[src/rtl/subtrator_pkg.sv]
// subtrator_pkg: shared FSM state type and default width for subtrator_serial
package subtrator_pkg;
  typedef enum logic [1:0] {IDLE, RUN, DONE} state_t;
  localparam int SUBT_WIDTH_DEF = 8;
endpackage

[src/rtl/subtrator_completo.sv]
// subtrator_completo: combinational 1-bit full subtractor; ports x - y - bin -> d (difference), bout (borrow out)
module subtrator_completo (
  input  logic x,
  input  logic y,
  input  logic bin,
  output logic d,
  output logic bout
);
  always_comb begin
    d = x ^ y ^ bin;
    bout = (~x & y) | (~(x ^ y) & bin);
  end
endmodule

[src/rtl/subtrator_serial.sv]
// subtrator_serial: bit-serial a - b, LSB first; ports clk, rst, start, a, b -> busy, done, diff, borrow; `SUBTRATOR_SAT_EN clamps diff to 0 on borrow
module subtrator_serial
  import subtrator_pkg::*;
#(
  parameter int WIDTH = SUBT_WIDTH_DEF
) (
  input  logic             clk,
  input  logic             rst,
  input  logic             start,
  input  logic [WIDTH-1:0] a,
  input  logic [WIDTH-1:0] b,
  output logic             busy,
  output logic             done,
  output logic [WIDTH-1:0] diff,
  output logic             borrow
);
  localparam int CW = $clog2(WIDTH);
  state_t state, state_n;
  logic [CW-1:0] cnt;
  logic [WIDTH-1:0] sa, sb, part, res;
  logic br, d, bout, last;
  assign last = cnt == CW'(WIDTH - 1);
  assign res = {d, part[WIDTH-1:1]};
  subtrator_completo u_fs (.x(sa[0]), .y(sb[0]), .bin(br), .d(d), .bout(bout));
  always_ff @(posedge clk) state <= rst ? IDLE : state_n;
  always_comb state_n = state == IDLE ? (start ? RUN : IDLE) : state == RUN ? (last ? DONE : RUN) : IDLE;
  always_comb begin
    busy = state == RUN;
    done = state == DONE;
  end
  always_ff @(posedge clk) begin
    if (rst) begin
      sa <= '0;
      sb <= '0;
      part <= '0;
      br <= 1'b0;
      cnt <= '0;
      diff <= '0;
      borrow <= 1'b0;
    end else if (state == IDLE && start) begin
      sa <= a;
      sb <= b;
      br <= 1'b0;
      cnt <= '0;
    end else if (state == RUN) begin
      sa <= sa >> 1;
      sb <= sb >> 1;
      br <= bout;
      part <= res;
      cnt <= last ? '0 : cnt + CW'(1);
      if (last) begin
`ifdef SUBTRATOR_SAT_EN
        diff <= bout ? '0 : res;
`else
        diff <= res;
`endif
        borrow <= bout;
      end
    end
  end
endmodule

[config.mk]
export PLATFORM = sky130hd
export DESIGN_NAME = subtrator_serial
export DESIGN_NICKNAME = d
export VERILOG_FILES = /design/src/rtl/subtrator_pkg.sv /design/src/rtl/subtrator_completo.sv /design/src/rtl/subtrator_serial.sv
export SDC_FILE = /design/constraint.sdc
export NUM_CORES = 1
export LEC_CHECK = 0
export ABC_AREA = 1
export BUFFER_PORTS_ARGS = -buffer_cell sky130_fd_sc_hd__buf_2
export CAP_MARGIN = 10
export CORE_AREA = 2 2 63 65
export DETAILED_ROUTE_END_ITERATION = 8
export DIE_AREA = 0 0 65 67
export PLACE_DENSITY = 0.74
export SYNTH_ARGS = -nofsm -noshare
export SYNTH_HDL_FRONTEND = slang
export SYNTH_HIERARCHICAL = 1
export SYNTH_SLANG_ARGS = --single-unit
[constraint.sdc]
create_clock -name clk -period 1.1 [get_ports clk]
set_input_delay 0.22 -clock clk [delete_from_list [all_inputs] [get_ports clk]]
set_output_delay 0.22 -clock clk [all_outputs]
set_load 0.005 [all_outputs]
# Word-level counts from Yosys, hierarchy flattened
# Cells that the tools add are included.
# W data, S select, Z words.
[word_totals] input_bits=19 out_inout_bits=11 regBits=39 elab_cells=35
[classes] mux=9 n_addsub=1 n_eq_ne=3 bitwise_logic=8 n_reduce_logical=6
[op_table] cell="$mux W8" n=4
[op_table] cell="$mux W2" n=3
[op_table] cell="$add A3 B1 Y3 const B" n=1
[op_table] cell="$eq A3 B3 Y1 const B" n=1
[op_table] cell="$mux W3" n=1
[op_table] cell="$not A1 Y1" n=3
[op_table] cell="$reduce_and A3 Y1" n=1
[op_table] cell="$and A1 B1 Y1" n=2
[op_table] cell="$eq A2 B1 Y1 const B" n=1
[op_table] cell="$eq A2 B2 Y1 const B" n=1
[op_table] cell="$logic_not A2 Y1" n=1
[op_table] cell="$reduce_and A2 Y1" n=1
[op_table] cell="$reduce_bool A2 Y1" n=1
[op_table] cell="$reduce_or A2 Y1" n=1
[op_table] cell="$xor A1 B1 Y1" n=2
[op_table] cell="$logic_and A1 B1 Y1" n=1
[op_table] cell="$mux W1" n=1
[op_table] cell="$or A1 B1 Y1" n=1

# Depth between registers and ports, before layout
[logic_depth] word_depth=4 mapped_depth=8 depth_no_buf=8

# By module
# The synthesis kept the hierarchy.
[modules_own_cells] module="subtrator_serial" area_per_inst_um2=1682.9 seq_area_each_um2=760.7 cells_per_inst=235 instances=1
[modules_own_cells] module="subtrator_completo" area_per_inst_um2=31.3 seq_area_each_um2=0.0 cells_per_inst=4 instances=1

# Worst setup path before layout
# No wires, ideal clock.
[synth_timing] path_type="reg-to-reg" from="register cnt[0]" to="register diff[7]" arrival_ps=1070 path_buffers=0 setup_ps=112 required_time_ps=988 setup_slack_ps=-83 stages_incl_launch_ff=9 synth_period_minus_slack_ps=1183 cell_sequence="dfxtp_1 > ha_1 > ha_1 > inv_1 > nor2_1 > nand2_1 > clkinv_2 > nand2_1 > nand2_1"
[synth_via] elab_chain_cells=2
[synth_rtl] item="start, declared" line="subtrator_serial.sv:19" rtl="logic [CW-1:0] cnt;"
[synth_rtl] item="start signal, assigned" line="subtrator_serial.sv:50" rtl="cnt <= last ? '0 : cnt + CW'(1);"
[synth_rtl] item="$eq A3 B3 Y1" line="subtrator_serial.sv:22" rtl="assign last = cnt == CW'(WIDTH - 1);"
[synth_rtl] item="via last" line="subtrator_serial.sv:21" rtl="logic br, d, bout, last;"
[synth_rtl] item="$reduce_and A3 Y1 (no source line)"
[synth_rtl] item="end signal, assigned" line="subtrator_serial.sv:55" rtl="diff <= res;"
[synth_rtl] item="end, declared" line="subtrator_serial.sv:14" rtl="output logic [WIDTH-1:0] diff,"
# The timed path passes the listed nets, and every way through them passes these cells.
# A chain may end at the register's enable or synchronous reset.

# Worst setup path in the final report
[layout_timing] from="register state[1]" to="output port busy"
[layout_via] elab_chain_cells=1
[layout_rtl] item="start, declared" line="subtrator_serial.sv:18" rtl="state_t state, state_n;"
[layout_rtl] item="start signal, assigned" line="subtrator_serial.sv:25" rtl="always_ff @(posedge clk) state <= rst ? IDLE : state_n;"
[layout_rtl] item="$eq A2 B1 Y1" line="subtrator_serial.sv:28" rtl="busy = state == RUN;"
[layout_rtl] item="end, declared" line="subtrator_serial.sv:12" rtl="output logic busy,"
# No other way between the ends.

==> qor.csv <==
metric,value,unit
routability cong.,0.725,
crit path cell chain,clkinv_4 > nand2_8 > inv_6 > buf_6,
post-route ant nets,0,
clk slew on worst S/H paths,0.08,ns
max-slew violations,0,
Worst EP arrival,1.00,ns
top cells by instance count after synthesis,"nor2_1 (50), nand2_1 (41), dfxtp_1 (38)",
Worst path depth,4,
Crit. End Element,primary output,
Detail Placement HPWL,2.26,mm
Synth Net Count,261,
Multi-input gate area,981,um2
status,finished with violations,
chip height,67,um
via count,1643,
PwrDens,1280,nW/um2
antenna violations before repair,0,
Initial Util,47.5,%
Startpoint Class,flop,
leading area contributor after synthesis,dfxtp_1,
CP Data Required Time,0.88,ns
Clock Tree Buf Depth,2,
residual DRC count,0,
"Top FF cell, synth",dfxtp_1,
clock power share,32.0,%
Syn Area/Cell,7.17,um2
Comb power frac,18.9,%
Setup CP Type,flop to primary output,
ranking of synthesized cells by area,"dfxtp_1 (44%), nor2_1 (11%), nand2_1 (9.0%)",
TritonCTS clock tree,done,
First-pass DRT Iterations,4,
cell family with most CP delay,flip-flops,
final setup margin,-0.118,ns
Tightest Pin Transition,0.349,ns
worst-path fanout max,5,
largest net degree at the start of global routing,29,
Max Cap Viol,0,
Crit path buffers/inverters,3,
Layout area overhead,41.0,%
fin crit share,111,%
register area,769,um2
"EDFF count, synth",0,
global-route wire length before repair,6.26,mm
Ports,30,
sequential power share,49.1,%
Pint,2.24,mW
routed vias/inst,4.88,
nets@finish,310,
Period minus WS final,1.22,ns
n_diodes,0,
register area share after synthesis,44.4,%
final hold vios,0,
TritonCTS buffer count,5,
Synth top area share,44.4,%
CORE AREA,3610,um2
top-count cell post-synth,nor2_1,
initial drt markers,84,
fraction of registers with async set/reset,0,%
Hold Crit Class,primary input to flop,
VDD IR-drop max,0.000940,V
Net Switching,0.868,mW
Seq cells post-synth,38,
Ys Warns,6,
drt total wl,3.88,mm
distinct cell type count after synthesis,20,
die outline width,65,um
failing checks,setup timing,
GRT Util Overall,18.3,%
cts hold-fix bufs,0,
vias in the first global route,1441,
Skew-Pair Late Insertion Delay,0.28,ns
Worst Hold Margin,0.126,ns
I/O Buffers,29,
FILL cells,298,
# setup viols final,32,
headroom to the max-slew limit,76.7,%
R2R cell count,8,
Root Buffer,clkbuf_8,
Row Count,22,
Clock Skews,0.00355,ns
static leakage,1.09,nW
max frequency,821,MHz
global route total overflow,0,
pre-CTS setup slack,-0.103,ns
Hold Path Stages,2,
Slowest Stage Delay on Critical Path,0.37,ns
Wirelength per Cell,11.5,um
Synth Cell Area,1710,um2
clk sink count,38,
CP max stage cell,dfxtp_2,
RSZ-0062 raised after global routing,true,
Die ar.,4360,um2
switching share of total power,28.0,%
share of post-route cells with drive strength above 1,40.1,%
Final Util,67.0,%
Cells after Synth,239,
H-tree levels,2,
[path summary, 6_finish.rpt]
| kind | from | end | slack [ns] |
|---|---|---|---|
| hold reg to reg | diff[5]$_SDFFE_PP0P_ | diff[5]$_SDFFE_PP0P_ | 0.47 |
| setup reg to reg | state[1]$_SDFF_PP0_ | diff[4]$_SDFFE_PP0P_ | -0.08 |
| setup / recovery | state[1]$_SDFF_PP0_ | busy | -0.12 |
| hold / removal | rst | state[0]$_SDFF_PP0_ | 0.13 |
[layout by cell type (no fill, tap or decap), types with 7 or more instances in the layout]
cell and n:
nor2_2 7, a21oi_1 18, nand3_1 21, nor2_1 36
nand2_1 30, o21ai_1 16, buf_4 14, dfxtp_1 33
nor2_4 8, inv_1 17, nand2_2 11, buf_2 28
[final cells by class]
type                       instances  area share (%)
sequential                        38            31.8
tap                               48            2.48
multi-input combinational        167            40.6
timing repair buffer              53            16.9
inverter                          23            4.30
clock buffer                       6            3.42
clock inverter                     2           0.518
[what timing repair did]
action                                  4_1_cts  5_1_grt
pin swaps                                     7        9
resized for setup                            30       48
endpoints found under the setup margin       27       38
gates cloned                                  0        2
setup buffers                                 6        1
[logic make-up (layout without fill, tap and decap cells)]
family / Yosys count / in the layout / share of synthesized area, %
AO/OA/AOI/OAI: 44 / 44 / 12.8
adder cells (fa/ha/maj): 3 / 3 / 2.63
buffers and inverters: 35 / 84 / 10.8
flip-flops: 38 / 38 / 44.4
AND/OR/NAND/NOR: 119 / 120 / 29.3
[sequential cells by signal (all words and copies together), names as in the netlist]
register  count
diff          8
sa            8
sb            8
part          7
cnt           3
state         2
borrow        1
br            1
[stage by stage]
stage | TNS, ns | total power [mW] | std cells | cell area [um2]
global placement | -1.12 | 1.97 | 321 | 1990
CTS | -0.719 | 3.00 | 335 | 2230
global route | -3.72 | 3.29 | 337 | 2420
finish | -1.45 | 3.10 | 337 | 2420
floorplan | 0 | 1.85 | 239 | 1730
detailed placement | -1.55 | 1.97 | 321 | 1990
[power groups by stage]
stage / Clock, mW / Combinational [mW] / Sequential [mW]
after floorplan: 0 / 0.321 / 1.53
after global placement: 0 / 0.431 / 1.53
after detailed placement: 0 / 0.436 / 1.54
after CTS: 1.01 / 0.478 / 1.51
after global routing: 1.10 / 0.659 / 1.53
final: 0.994 / 0.586 / 1.52
[metal layers]
metal | routed length (um) | track usage, % | up-vias
met5 | 0 | 0 | -
met4 | 25 | 5.85 | 0
met3 | 152 | 4.56 | 2
met2 | 1950 | 29.8 | 32
met1 | 1750 | 23.8 | 748
li1 | - | - | 861
(Power assumes the default switching activity.)
